[src/rtl/rv32i_pkg.sv]
// rtl/rv32i_pkg.sv - shared types and constants for the RV32I fetch-stage PC sequencer
//
// Purpose : sequencer state encoding, default reset/trap vectors and the
//           instruction-alignment mask helper used by pc_sequencer.
// Ports   : none (package).
package rv32i_pkg;

    // Sequencer states: BOOT holds the PC during the boot hold-off, RUN fetches.
    typedef enum logic {
        BOOT = 1'b0,
        RUN  = 1'b1
    } seq_state_t;

    localparam logic [31:0] DEF_RESET_VECTOR = 32'h0000_0000;
    localparam logic [31:0] DEF_TRAP_VECTOR  = 32'h0000_0100;

    // Low-order address bits that must be zero for an aligned instruction.
    // instr_bytes is a power of two, so the mask is simply instr_bytes-1.
    function automatic logic [63:0] align_mask(input int unsigned instr_bytes);
        return 64'(instr_bytes) - 64'd1;
    endfunction

endpackage

[src/rtl/pc_sequencer_if.sv]
// rtl/pc_sequencer_if.sv - control/status bundle between branch-trap resolution and the PC sequencer
//
// Purpose : groups the fetch-control requests and the PC/fault outputs.
// Signals : Stall, Redirect_En, Redirect_Tgt, Trap_En  (requests into sequencer)
//           PC_Out, PC_Next_Seq, Fetch_Valid,
//           Misalign_Flt, Fault_Addr                   (status out of sequencer)
// Modports: master - requester side (drives requests, observes PC)
//           slave  - the sequencer itself
interface pc_sequencer_if #(
    parameter int XLEN = 32
);
    logic            Stall;
    logic            Redirect_En;
    logic [XLEN-1:0] Redirect_Tgt;
    logic            Trap_En;

    logic [XLEN-1:0] PC_Out;
    logic [XLEN-1:0] PC_Next_Seq;
    logic            Fetch_Valid;
    logic            Misalign_Flt;
    logic [XLEN-1:0] Fault_Addr;

    modport master (
        output Stall,
        output Redirect_En,
        output Redirect_Tgt,
        output Trap_En,
        input  PC_Out,
        input  PC_Next_Seq,
        input  Fetch_Valid,
        input  Misalign_Flt,
        input  Fault_Addr
    );

    modport slave (
        input  Stall,
        input  Redirect_En,
        input  Redirect_Tgt,
        input  Trap_En,
        output PC_Out,
        output PC_Next_Seq,
        output Fetch_Valid,
        output Misalign_Flt,
        output Fault_Addr
    );
endinterface

[src/rtl/pc_redirect_buffer.sv]
// rtl/pc_redirect_buffer.sv - one-entry holding register for a redirect that arrived during a stall
//
// Purpose : keeps the most recent stalled redirect target until it can be
//           applied or is discarded.
// Ports   : Clk, Reset (async, active-high)
//           load    in   capture tgt_in and set valid (overwrites older entry)
//           clear   in   drop the entry (load has priority)
//           tgt_in  in   target to capture
//           tgt     out  held target
//           vld     out  entry valid
module pc_redirect_buffer #(
    parameter int XLEN = 32
) (
    input  logic            Clk,
    input  logic            Reset,
    input  logic            load,
    input  logic            clear,
    input  logic [XLEN-1:0] tgt_in,
    output logic [XLEN-1:0] tgt,
    output logic            vld
);

    always_ff @(posedge Clk or posedge Reset) begin
        if (Reset) begin
            tgt <= '0;
            vld <= 1'b0;
        end else if (load) begin
            tgt <= tgt_in;
            vld <= 1'b1;
        end else if (clear) begin
            vld <= 1'b0;
        end
    end

endmodule

[src/rtl/pc_sequencer.sv]
// rtl/pc_sequencer.sv - RV32I fetch-stage program-counter sequencer
//
// Purpose : holds the fetch PC and selects the next one each cycle:
//           sequential increment, branch/jump redirect, stall-deferred
//           redirect or trap entry, after a boot hold-off. Misaligned
//           redirect targets are diverted to the trap vector and reported.
// Ports   : Clk   in  clock, rising edge
//           Reset in  asynchronous, active-high reset
//           bus   pc_sequencer_if.slave
//                 Stall, Redirect_En, Redirect_Tgt, Trap_En  -> requests
//                 PC_Out, PC_Next_Seq, Fetch_Valid,
//                 Misalign_Flt, Fault_Addr                   <- status
module pc_sequencer
    import rv32i_pkg::*;
#(
    parameter int              XLEN         = 32,
    parameter logic [XLEN-1:0] RESET_VECTOR = XLEN'(DEF_RESET_VECTOR),
    parameter logic [XLEN-1:0] TRAP_VECTOR  = XLEN'(DEF_TRAP_VECTOR),
    parameter int              INSTR_BYTES  = 4,
    parameter int              BOOT_CYCLES  = 2
) (
    input  logic          Clk,
    input  logic          Reset,
    pc_sequencer_if.slave bus
);

    localparam int              CNT_W      = (BOOT_CYCLES > 1) ? $clog2(BOOT_CYCLES) : 1;
    localparam logic [CNT_W-1:0] BOOT_INIT = CNT_W'(BOOT_CYCLES - 1);
    localparam logic [XLEN-1:0] ALIGN_MASK = XLEN'(align_mask(INSTR_BYTES));
    localparam logic [XLEN-1:0] PC_STEP    = XLEN'(INSTR_BYTES);

    seq_state_t       state_q, state_d;
    logic [CNT_W-1:0] boot_cnt_q, boot_cnt_d;
    logic [XLEN-1:0]  pc_q, pc_d;
    logic             flt_q, flt_d;
    logic [XLEN-1:0]  faddr_q, faddr_d;

    logic [XLEN-1:0]  pc_seq;
    logic             pend_load, pend_clear;
    logic [XLEN-1:0]  pend_tgt;
    logic             pend_vld;

    // Target chosen for immediate application this cycle (live or deferred).
    logic             apply_en;
    logic [XLEN-1:0]  apply_tgt;

    // Increment wraps naturally in XLEN bits; no wrap indication is wanted.
    assign pc_seq = pc_q + PC_STEP;

    pc_redirect_buffer #(
        .XLEN (XLEN)
    ) u_redirect_buffer (
        .Clk    (Clk),
        .Reset  (Reset),
        .load   (pend_load),
        .clear  (pend_clear),
        .tgt_in (bus.Redirect_Tgt),
        .tgt    (pend_tgt),
        .vld    (pend_vld)
    );

    always_ff @(posedge Clk or posedge Reset) begin
        if (Reset) begin
            state_q    <= BOOT;
            boot_cnt_q <= BOOT_INIT;
            pc_q       <= RESET_VECTOR;
            flt_q      <= 1'b0;
            faddr_q    <= '0;
        end else begin
            state_q    <= state_d;
            boot_cnt_q <= boot_cnt_d;
            pc_q       <= pc_d;
            flt_q      <= flt_d;
            faddr_q    <= faddr_d;
        end
    end

    always_comb begin
        state_d    = state_q;
        boot_cnt_d = boot_cnt_q;
        pc_d       = pc_q;
        flt_d      = 1'b0;
        faddr_d    = faddr_q;
        pend_load  = 1'b0;
        pend_clear = 1'b0;
        apply_en   = 1'b0;
        apply_tgt  = '0;

        case (state_q)
            BOOT: begin
                // Inputs are ignored; PC stays at the reset vector.
                if (boot_cnt_q == '0) begin
                    state_d = RUN;
                end else begin
                    boot_cnt_d = boot_cnt_q - CNT_W'(1);
                end
            end

            RUN: begin
                if (bus.Trap_En) begin
                    // Trap beats everything, including a same-cycle redirect,
                    // and also discards any deferred redirect.
                    pc_d       = TRAP_VECTOR;
                    pend_clear = 1'b1;
                end else if (bus.Redirect_En && !bus.Stall) begin
                    apply_en   = 1'b1;
                    apply_tgt  = bus.Redirect_Tgt;
                    pend_clear = 1'b1;
                end else if (bus.Redirect_En) begin
                    // Alignment is not judged here; it is judged when applied.
                    pend_load = 1'b1;
                end else if (!bus.Stall && pend_vld) begin
                    apply_en   = 1'b1;
                    apply_tgt  = pend_tgt;
                    pend_clear = 1'b1;
                end else if (!bus.Stall) begin
                    pc_d = pc_seq;
                end
            end

            default: begin
                state_d = BOOT;
            end
        endcase

        if (apply_en) begin
            if ((apply_tgt & ALIGN_MASK) != '0) begin
                pc_d    = TRAP_VECTOR;
                flt_d   = 1'b1;
                faddr_d = apply_tgt;
            end else begin
                pc_d = apply_tgt;
            end
        end
    end

    assign bus.PC_Out       = pc_q;
    assign bus.PC_Next_Seq  = pc_seq;
    assign bus.Fetch_Valid  = (state_q == RUN);
    assign bus.Misalign_Flt = flt_q;
    assign bus.Fault_Addr   = faddr_q;

endmodule

[src/flat_wrapper.sv]
// flat-port wrapper written by rule: the top's interface ports become plain ports
module pc_sequencer_flat import rv32i_pkg::*;
#(
    parameter int              XLEN         = 32,
    parameter logic [XLEN-1:0] RESET_VECTOR = XLEN'(DEF_RESET_VECTOR),
    parameter logic [XLEN-1:0] TRAP_VECTOR  = XLEN'(DEF_TRAP_VECTOR),
    parameter int              INSTR_BYTES  = 4,
    parameter int              BOOT_CYCLES  = 2
)
  (Clk, Reset, bus_Stall, bus_Redirect_En, bus_Redirect_Tgt, bus_Trap_En, bus_PC_Out, bus_PC_Next_Seq, bus_Fetch_Valid, bus_Misalign_Flt, bus_Fault_Addr);
  pc_sequencer_if #(.XLEN(XLEN)) bus_i ();
  input  logic Clk;
  input  logic Reset;
  input wire logic [$bits(bus_i.Stall)-1:0] bus_Stall;
  input wire logic [$bits(bus_i.Redirect_En)-1:0] bus_Redirect_En;
  input wire logic [$bits(bus_i.Redirect_Tgt)-1:0] bus_Redirect_Tgt;
  input wire logic [$bits(bus_i.Trap_En)-1:0] bus_Trap_En;
  output wire logic [$bits(bus_i.PC_Out)-1:0] bus_PC_Out;
  output wire logic [$bits(bus_i.PC_Next_Seq)-1:0] bus_PC_Next_Seq;
  output wire logic [$bits(bus_i.Fetch_Valid)-1:0] bus_Fetch_Valid;
  output wire logic [$bits(bus_i.Misalign_Flt)-1:0] bus_Misalign_Flt;
  output wire logic [$bits(bus_i.Fault_Addr)-1:0] bus_Fault_Addr;
  assign bus_i.Stall = bus_Stall;
  assign bus_i.Redirect_En = bus_Redirect_En;
  assign bus_i.Redirect_Tgt = bus_Redirect_Tgt;
  assign bus_i.Trap_En = bus_Trap_En;
  assign bus_PC_Out = bus_i.PC_Out;
  assign bus_PC_Next_Seq = bus_i.PC_Next_Seq;
  assign bus_Fetch_Valid = bus_i.Fetch_Valid;
  assign bus_Misalign_Flt = bus_i.Misalign_Flt;
  assign bus_Fault_Addr = bus_i.Fault_Addr;
  pc_sequencer #(.XLEN(XLEN), .RESET_VECTOR(RESET_VECTOR), .TRAP_VECTOR(TRAP_VECTOR), .INSTR_BYTES(INSTR_BYTES), .BOOT_CYCLES(BOOT_CYCLES)) u_core (.Clk(Clk), .Reset(Reset), .bus(bus_i));
endmodule
[config.mk]
export PLATFORM = sky130hd
export DESIGN_NAME = pc_sequencer_flat
export DESIGN_NICKNAME = d
export VERILOG_FILES = /design/src/rtl/rv32i_pkg.sv /design/src/rtl/pc_sequencer_if.sv /design/src/rtl/pc_redirect_buffer.sv /design/src/rtl/pc_sequencer.sv /design/src/flat_wrapper.sv
export SDC_FILE = /design/constraint.sdc
export NUM_CORES = 1
export LEC_CHECK = 0
export BUFFER_PORTS_ARGS = -buffer_cell sky130_fd_sc_hd__buf_4
export CORE_ASPECT_RATIO = 1.5
export CORE_UTILIZATION = 59
export CTS_BUF_LIST = sky130_fd_sc_hd__clkbuf_8
export DETAILED_ROUTE_END_ITERATION = 8
export PLACE_DENSITY = 0.88
export SYNTH_ARGS = -nofsm -noshare
export SYNTH_HDL_FRONTEND = slang
export SYNTH_SLANG_ARGS = --single-unit
[constraint.sdc]
create_clock -name Clk -period 7.9 [get_ports Clk]
set_clock_uncertainty 0.05 [all_clocks]
set_input_delay 1.58 -clock Clk [delete_from_list [all_inputs] [get_ports Clk]]
set_output_delay 1.58 -clock Clk [all_outputs]
set_load 0.05 [all_outputs]
Word level (Yosys, flattened, before mapping)
Index checks and enable logic that the tools add are counted.
{"block": "op_classes", "n_mux": 31, "n_addsub": 2, "eq_ne": 4, "reduce_logical": 8}
{"operator": "$mux W32", "count": 13}
{"operator": "$add A32 B3 Y32 const B", "count": 1}
{"operator": "$reduce_bool A32 Y1", "count": 1}
{"operator": "$mux W1", "count": 18}
{"operator": "$ne A3 B1 Y1 const B", "count": 2}
{"operator": "$ne A3 B2 Y1 const B", "count": 2}
{"operator": "$reduce_and A5 Y1", "count": 1}
{"operator": "$reduce_bool A2 Y1", "count": 2}
{"operator": "$logic_and A1 B1 Y1", "count": 2}
{"operator": "$reduce_and A2 Y1", "count": 1}
{"operator": "$logic_not A1 Y1", "count": 1}
{"operator": "$sub A1 B1 Y1 const B", "count": 1}
{"block": "word_totals", "output_inout_bits": 98, "register_bits": 100}

Depth between registers and ports, before layout
Gate-level depths: netlist (run 1).
{"block": "logic_depth", "ltp_word": 10, "depth_mapped": 8, "ltp_nobuf": 6}

Modules after synthesis
From an unflattened synthesis (run 1), not the netlist that was laid out.
{"block": "hier_totals", "hier_cells": 488, "area_unflattened_um2": 5287.6}
{"module": "pc_sequencer", "seq_area_each_um2": 1677.9, "cells_per_inst": 416, "area_per_inst_um2": 3906.2, "n_inst": 1}
{"module": "pc_redirect_buffer", "seq_area_each_um2": 825.8, "cells_per_inst": 72, "area_per_inst_um2": 1381.3, "n_inst": 1}

Least setup slack after synthesis (run 1)
No wires, ideal clock.
{"block": "synth_path", "path_type": "register to output", "startpoint": "register u_core.pc_q[2], in the netlist u_core.bus.PC_Out[2]", "endpoint": "output port bus_PC_Next_Seq[28]", "t_arrival_ns": 2.637, "n_path_buf": 1, "required_ns": 6.270, "path_slack_ns": 3.633, "stages_incl_launch_ff": 7, "path_cell_list": "dfrtp_1 > ha_1 > nand3_1 > nor2_1 > buf_2 > nand4_1 > xnor2_1"}
{"block": "synth_via", "elab_chain_cells": 1}
{"element": "from (decl)", "line_no": "pc_sequencer.sv:34", "rtl": "logic [XLEN-1:0] pc_q, pc_d;"}
{"element": "from (signal assigned)", "line_no": "pc_sequencer.sv:72", "rtl": "pc_q <= pc_d;"}
{"element": "$add A32 B3 Y32", "line_no": "pc_sequencer.sv:48", "rtl": "assign pc_seq = pc_q + PC_STEP;"}
{"element": "to (decl)", "line_no": "flat_wrapper.sv:19", "rtl": "output wire logic [$bits(bus_i.PC_Next_Seq)-1:0] bus_PC_Next_Seq;"}
No other way between the ends.

Worst setup path in the final report (run 1)
Ends and elaborated chain as after synthesis.

==> results of run 1 <==
metal layers:
layer / global-route usage / share of wire
met1: 0.409 / 0.38
met2: 0.532 / 0.51
met3: 0.0578 / 0.060
met4: 0.201 / 0.050
met5: 0 / 0
cell families (layout without fill, tap and decap cells):
| family | count (synthesis) | in the layout | share of synthesized area |
|---|---|---|---|
| buffers and inverters | 41 | 164 | 0.0337 |
| flip-flops | 100 | 100 | 0.488 |
| multiplexers | 49 | 49 | 0.107 |
| adder cells (fa/ha/maj) | 1 | 1 | 0.00244 |
| AO/OA/AOI/OAI | 114 | 114 | 0.156 |
| XOR/XNOR | 27 | 27 | 0.0461 |
| AND/OR/NAND/NOR | 168 | 168 | 0.167 |
worst max-delay path: cells and delay by family, from the launching register on:
family | cells | cell delay (ns)
simple gates | 3 | 1.30
flops | 1 | 0.45
xor+xnor | 1 | 0.30
fa+ha+maj | 1 | 0.26
buf+inv | 1 | 0.25
cells in the final DEF, fill, tap and decap left out, drive strengths merged, types with 11 or more instances in the layout:
cell type    n
clkbuf      12
xnor2       17
mux2        46
nand4       12
o21ai       32
nand2       59
a22oi       27
a21oi       11
nor2        39
nand3       18
buf        139
dfrtp       99
cell type report:
type,instances,share of cell area
flip-flops and latches,100,0.392
multi-input cells,359,0.385
repair buffers,139,0.163
clock buffers,12,0.0259
well taps,107,0.0210
clock inverters,4,0.00744
inverters,9,0.00568
report_power, final:
group          switching, mW  total (mW)  leakage [nW]  internal (mW)
Sequential            0.0424       0.613          1.29          0.570
Combinational          0.219       0.331          1.63          0.113
Clock                  0.177       0.348         0.114          0.171
final timing paths:
| check | slack (ns) | end | start |
|---|---|---|---|
| max in group asynchronous | 5.46 | u_core.u_redirect_buffer.tgt[30] | Reset |
| min reg2reg | 0.41 | u_core.bus.Fetch_Valid | u_core.boot_cnt_q |
| min | 0.41 | u_core.bus.Fetch_Valid | u_core.boot_cnt_q |
| max | 3.32 | bus_PC_Next_Seq[28] | u_core.bus.PC_Out[2] |
| max reg2reg | 4.81 | u_core.bus.PC_Out[25] | u_core.u_redirect_buffer.vld |
| min in group asynchronous | 1.21 | u_core.bus.Fault_Addr[16] | Reset |
sequential cells by signal (all words and copies together), names as in the netlist:
name                          count
u_core.bus.Fetch_Valid            1
u_core.boot_cnt_q                 1
u_core.u_redirect_buffer.tgt     32
u_core.bus.Misalign_Flt           1
u_core.bus.PC_Out                32
u_core.u_redirect_buffer.vld      1
u_core.bus.Fault_Addr            32
through the flow:
step                total power, mW  hold slack (ns)  setup WS (ns)
detailed placement            0.951            0.391           3.61
floorplan                     0.839            0.379           3.63
finish                         1.29            0.415           3.32
global route                   1.34            0.431           3.15
global placement              0.938            0.383           3.67
CTS                            1.29            0.416           3.42
==> impl_metrics.ini, run 1 <==
[cells_and_area]
fin_nets = 656
antenna_cells = 0
utilization = 0.759
seqCellArea_mm2 = 0.00250
final_area_mm2 = 0.00639
drive_gt1_frac = 0.342
fillers = 582
area_growth_pct = 24.5
stdcell_count = 730
multi_input_area_mm2 = 0.00246

[detailed_routing]
antenna_left = 0
drt_iter0_drc = 458
firstDrtPassIters = 5
wl_um = 14400
vias = 4578
drc = 0
routedWlPerCell_um = 19.8
viasPerCell = 6.27

[synthesis]
synth_area_leaders = dfrtp_1 48%, mux2_2 10%, nand2_1 4.2%
ys_seq_elements = 100
ys_warn_count = 0
yosys.area.top_type = dfrtp_1
syn_inst = 500
syn-num-nets = 538
syn_area_per_cell_um2 = 10.3
synth.most_common_cell = dfrtp_1
yosysSeqAreaShare = 0.488
netlist_area_mm2 = 0.00513
synth_edf_count = 0
async_reset_ff_frac = 1.00
synth_top_area_share = 0.483
yosys-top-cells-count = 99 x dfrtp_1, 58 x nand2_1, 46 x mux2_2, 38 x nor2_1, 30 x o21ai_0
ys_types = 54
ys.flop_type = dfrtp_1

[timing]
fin_crit_ns = 4.58
setup-tns-final_ns = 0
finalSetupViolCount = 0
fin_crit_sh = 0.580
drv_slew = 0
grt_setup_unrepaired = no
fmax_ghz = 0.218
slew_headroom = 0.271
tightestPinTransition_ns = 1.09
hold_viol = 0

[place]
hpwlAfterDp_um = 10400
place_congestion = 0.892
dpl_cell_area_mm2 = 0.00617
portBuffers = 134
dp_cells = 714

[floorplanning]
initial_core_util = 0.610
die-width_um = 78.1
die_h_um = 116
die-area_mm2 = 0.00908
std_cell_rows = 41
io_pins = 135
core_mm2 = 0.00841

[worst_setup_path]
end_kind = primary output
worstPathCellList = ha_1 -> nand3_1 -> nor2_1 -> nand4_1 -> xnor2_1 -> buf_4
reg2reg_depth = 5
crit_path_start_kind = flip-flop
cp.arrival_ns = 2.95
path_max_fanout = 11
path_class = reg -> out
cp.required_ns = 6.27
max_stage_delay_ns = 0.72
cp_slowest_cell = nor2_1

[global_route]
grt_usage = 0.328
grt_max_degree = 58
grt_overflow = 0
grt_antenna_before_repair = 0
grt_pass1_wl_um = 22500
grt_pass1_vias = 4360

[pwr]
power_density_mw_per_mm2 = 202
leakagePower_nw = 3.03
peakVddDrop_uv = 170

[clock_tree]
cts_tree = yes
post_cts_buffers = 0
numCtsBuffers = 9
clock-root-buffer = clkbuf_8
cts_hold_buf = 0
h-tree-depth = 3
cts_resized = 0
clk_pin_slew_ns = 0.09
insertion_delay_ns = 0.37
clockBufferDepth = 2
cts.sinks = 100

[run]
cap_violations = 0

[hold_path]
hold_depth = 1
hp-class = reg -> reg

[run_status]
outcome = finished clean
(Power assumes the default switching activity.)
==> run 2, diff against run 1 <==
Settings changed: ABC_AREA set to 1, CORE_UTILIZATION 59 to 50, PLACE_DENSITY 0.88 to 0.78.
Clock period 7.9 ns to 3.9 ns, I/O delays scaled along.
==> run 2 against run 1 <==
  * Sequential share of layout area is 2.4 points lower
  * Worst hold slack worse by 0.0072 ns
  * Die area is 28% higher
  * Sequential cell count stayed put
  * Non-clock buffer count stayed put
  * Largest power group unchanged
  * Routed wire length is 3.7% higher
  * Critical path depth is 2 higher
  * Global-route usage is 5.9 points lower
  * Total power is 120% higher
  * Cell area is 6.6% higher
  * Register-to-register slack worse by 3.1 ns
==> impl_metrics.ini, run 2 <==
[run_status]
outcome = finished clean

[pwr]
p_sw_frac = 0.403
leakagePower_nw = 3.54
pwr-share-comb = 0.329
seqPwrFrac = 0.447
p_sw_mw = 1.16
peakVddDrop_uv = 251
internal_power_mw = 1.71
power_density_mw_per_mm2 = 422
clock_power_share = 0.224

[detailed_routing]
wl_um = 15000
drt_iter0_drc = 358
antenna_left = 0
firstDrtPassIters = 5
routedWlPerCell_um = 14.4
vias = 5308
drc = 0
viasPerCell = 5.12

[worst_setup_path]
rr_endpoint = u_core.bus.PC_Out[30]
path_max_fanout = 7
end_kind = primary output
path_class = reg -> out
regToRegSetupSlack_ns = 1.71
crit_path_start_kind = flip-flop
reg2reg_depth = 6
r2r-start = u_core.bus.Fetch_Valid
cp.arrival_ns = 2.19
cp.required_ns = 3.07

[timing]
fmax_ghz = 0.332
finalSetupViolCount = 0
drv_slew = 0
tightestPinTransition_ns = 0.890
fin_crit_ns = 3.02
fin_crit_sh = 0.773
hold_viol = 0
setup-tns-final_ns = 0
slew_headroom = 0.406
grt_setup_unrepaired = no

[clock_tree]
clockBufferDepth = 2
post_cts_buffers = 0
insertion_delay_ns = 0.37
numCtsBuffers = 9
clk_pin_slew_ns = 0.10
cts.sinks = 100
clock-root-buffer = clkbuf_8
cts_resized = 0
cts_tree = yes
cts_hold_buf = 0
h-tree-depth = 3

[cells_and_area]
multi_input_area_mm2 = 0.00263
seqCellArea_mm2 = 0.00250
utilization = 0.636
layout_common_cells = 299 x nand2_1, 138 x buf_4, 105 x nor2_1, 99 x dfrtp_1, 58 x inv_1
antenna_cells = 0
area_growth_pct = 22.1
final_common_cell = nand2_1
drive_gt1_frac = 0.226
fin_nets = 926
fillers = 1055

[global_route]
grt_usage = 0.269
grt_antenna_before_repair = 0
grt_overflow = 0
grt_pass1_vias = 4879
grt_max_degree = 60
grt_pass1_wl_um = 24000

[synthesis]
synth_top_area_share = 0.445
syn_area_per_cell_um2 = 7.26
ys_types = 34
ys.flop_type = dfrtp_1
yosysSeqAreaShare = 0.449
yosys.area.top_type = dfrtp_1
syn_inst = 768
synth.most_common_cell = nand2_1
async_reset_ff_frac = 1.00
netlist_area_mm2 = 0.00557
synth_area_leaders = dfrtp_1 44%, nand2_1 20%, nor2_1 7.1%
syn-num-nets = 806
ys_seq_elements = 100
yosys-top-cells-count = 299 x nand2_1, 106 x nor2_1, 99 x dfrtp_1, 58 x inv_1, 47 x o21ai_0
ys_warn_count = 0
synth_edf_count = 0

[place]
hpwlAfterDp_um = 11300
place_congestion = 0.925
portBuffers = 134

[run]
cap_violations = 0

[floorplanning]
die_h_um = 131
std_cell_rows = 46
die-area_mm2 = 0.0116
die-width_um = 88.2
core_mm2 = 0.0107
io_pins = 135
initial_core_util = 0.521

[hold_path]
hold_depth = 2
hp-class = reg -> reg
min_to = u_core.boot_cnt_q
min_from = u_core.boot_cnt_q
==> run 2: cell type report <==
type | count | share of cell area
Clock buffer | 11 | 0.0222
Clock inverter | 5 | 0.00551
Inverter | 65 | 0.0366
Multi-Input combinational cell | 573 | 0.386
Sequential cell | 100 | 0.368
Tap cell | 144 | 0.0265
Timing Repair Buffer | 139 | 0.155
==> run 2: cells by family after synthesis <==
family          share of synthesized area
simple gates                        0.339
flops                               0.449
buf+inv                            0.0795
compound gates                     0.0945
mux                                0.0242
xor+xnor                           0.0110
fa+ha+maj                         0.00224
==> run 2: worst max-delay path by stage <==
stage	startpoint	end	depth (start not counted)	slack, ns
final	u_core.bus.PC_Out[3]	bus_PC_Next_Seq[28]	8	0.88
after global routing	u_core.bus.PC_Out[3]	bus_PC_Next_Seq[28]	8	0.78
after CTS	u_core.bus.PC_Out[3]	bus_PC_Next_Seq[28]	8	0.87
after detailed placement	bus_Redirect_En	u_core.bus.Fault_Addr[27]	10	1.21
after global placement	bus_Redirect_En	u_core.bus.Fault_Addr[21]	10	1.25
after floorplan	Reset	u_core.bus.Fault_Addr[0]	1	0.45
==> run 2: metrics by stage <==
stage	worst slack, ns	power, mW	hold slack [ns]	cell area, µm²	instances
6_report	0.884	2.87	0.408	6810	1037
5_1_grt	0.777	3.00	0.430	6810	1037
2_1_floorplan	0.453	1.94	0.378	5570	768
4_1_cts	0.872	2.88	0.411	6810	1037
3_3_place_gp	1.25	2.23	0.383	6620	1021
3_5_place_dp	1.21	2.25	0.388	6620	1021
==> run 2: worst max-delay path: stages, from the launching register on <==
cell     delay (ns)
dfrtp_1        0.45
ha_1           0.25
nand2_1        0.08
nor2_1         0.14
nand2_2        0.20
nor2_2         0.21
nand3_1        0.10
nand2_1        0.16
buf_4          0.23
==> run 2: routing by layer <==
layer  vias up  global-route usage  routed length, µm
met5         -                   0                  0
met4         0               0.138                595
met3        38              0.0302                794
met2       213               0.441               7420
met1      2440               0.343               6170
li1       2617                   -                  -
==> run 2: power groups by stage <==
stage / combinational, mW / clock [mW] / sequential [mW]
final: 0.943 / 0.644 / 1.28
after global routing: 1.01 / 0.688 / 1.30
after CTS: 0.947 / 0.655 / 1.28
after detailed placement: 0.945 / 0 / 1.30
after floorplan: 0.411 / 0 / 1.53
after global placement: 0.934 / 0 / 1.30
==> run 3, diff against run 2 <==
Clock period 3.9 ns to 2.4 ns, I/O delays scaled along.
==> run 3 against run 2 <==
  * The flow now finishes with violations (negative setup slack)
  * Total power increased by 68%
  * Core utilization rose by 4.9 points
  * Clock-buffer cell count increased by 1
  * Die area unchanged
  * Clock power rose by 65%
  * Combinational power grew 78%
  * Non-clock buffer count rose by 26
  * Sequential cell count stayed put
  * Critical path type unchanged
  * Largest cell class unchanged
  * Largest power group unchanged
==> impl_metrics.ini, run 3 (same netlist as run 2, synthesis figures left out) <==
[timing]
tightestPinTransition_ns = 0.625
grt_setup_unrepaired = yes
hold_ws_ns = 0.118
fmax_ghz = 0.414
hold_viol = 0
finalSetupViolCount = 6
setup_slack_ns = -0.0180
fin_crit_ns = 2.42
fin_crit_sh = 1.01
drv_slew = 0
slew_headroom = 0.582

[place]
dp_cells = 1029
post-place-ws_ns = 0.202
hpwlAfterDp_um = 11400
dpl_cell_area_mm2 = 0.00671
portBuffers = 134
place_congestion = 0.895

[clock_tree]
numCtsBuffers = 9
clock-root-buffer = clkbuf_8
clockBufferDepth = 2
h-tree-depth = 3
cts.sinks = 100
insertion_delay_ns = 0.38
cts_tree = yes
clk_pin_slew_ns = 0.09

[cells_and_area]
final_area_mm2 = 0.00734
stdcell_count = 1063
antenna_cells = 0
final_common_cell = nand2_1
fin_nets = 952
utilization = 0.685
area_growth_pct = 31.6
drive_gt1_frac = 0.307
layout_common_cells = 285 x nand2_1, 145 x buf_4, 88 x nor2_1, 85 x dfrtp_1, 57 x inv_1

[pwr]
internal_power_mw = 2.90
peakVddDrop_uv = 398
p_sw_frac = 0.400
seqPwrFrac = 0.432
leakagePower_nw = 3.76
clock_power_share = 0.220
power_density_mw_per_mm2 = 658
p_sw_mw = 1.93
pwr-share-comb = 0.348

[detailed_routing]
vias = 5425
drt_iter0_drc = 294
firstDrtPassIters = 5
viasPerCell = 5.10
routedWlPerCell_um = 15.0
wl_um = 16000
drc = 0
antenna_left = 0

[floorplanning]
die_h_um = 131
io_pins = 135
die-width_um = 88.2
initial_core_util = 0.521
std_cell_rows = 46
core_mm2 = 0.0107
die-area_mm2 = 0.0116

[global_route]
grt_usage = 0.276
grt_overflow = 0
grt_pass1_wl_um = 24700
grt_pass1_vias = 5105
grt_antenna_before_repair = 0
grt_max_degree = 45

[worst_setup_path]
cp.required_ns = 1.87
end_kind = primary output
path_class = reg -> out
cp.arrival_ns = 1.89
crit_path_start_kind = flip-flop
path_max_fanout = 5

[run]
cap_violations = 0

[hold_path]
hp-class = in -> async

[run_status]
outcome = complete, but fails checks
violations = negative setup slack
[run 3: what timing repair did]
item	in CTS	in global routing
hold buffers	0	0
buffers inserted	9	9
resized for setup	43	51
pin swaps	6	18
endpoints found under the setup margin	22	24
[run 3: power by group through the flow]
stage	registers [mW]	logic, mW	clock network [mW]
global route	2.12	1.78	1.13
global placement	2.10	1.54	0
finish	2.09	1.68	1.06
CTS	2.07	1.62	1.08
floorplan	2.49	0.670	0
detailed placement	2.10	1.56	0
[run 3: final cells by class]
class                           count  area (µm²)
Clock buffer                       12         165
Clock inverter                      4        23.8
Fill cell                         909        3370
Inverter                           65         254
Multi-Input combinational cell    573        2830
Sequential cell                   100        2520
Tap cell                          144         180
Timing Repair Buffer              165        1360
[run 3: per-layer routing]
metal	routed length [µm]	track usage
met2	7980	0.455
met5	0	0
met3	818	0.0471
met1	6520	0.343
met4	648	0.137
[run 3: worst paths after layout]
check	start	endpoint	slack, ns	depth (start not counted)
min	Reset	u_core.u_redirect_buffer.tgt[9]	0.12	2
max	u_core.bus.PC_Out[2]	bus_PC_Next_Seq[13]	-0.02	8
min reg2reg	u_core.boot_cnt_q	u_core.bus.Fetch_Valid	0.41	1
max in group asynchronous	Reset	u_core.bus.PC_Out[16]	1.49	3
min in group Clk	bus_Redirect_Tgt[0]	u_core.u_redirect_buffer.tgt[0]	0.27	2
max reg2reg	u_core.bus.Fetch_Valid	u_core.bus.PC_Out[14]	0.54	9
[run 3: metrics by stage]
| stage | setup TNS [ns] | total power [mW] |
|---|---|---|
| after floorplan | 0 | 3.16 |
| after global placement | 0 | 3.64 |
| after detailed placement | 0 | 3.66 |
| after CTS | -0.0275 | 4.77 |
| after global routing | -0.883 | 5.03 |
| final | -0.0769 | 4.83 |
[run 3: worst max-delay path, stage by stage, from the launching register on]
cell        delay, ns
dfrtp_2          0.43
buf_6            0.12
clkinvlp_4       0.12
nor2_4           0.18
nand2_4          0.11
nor2_4           0.17
nand2_1          0.10
nand2_2          0.12
buf_8            0.15
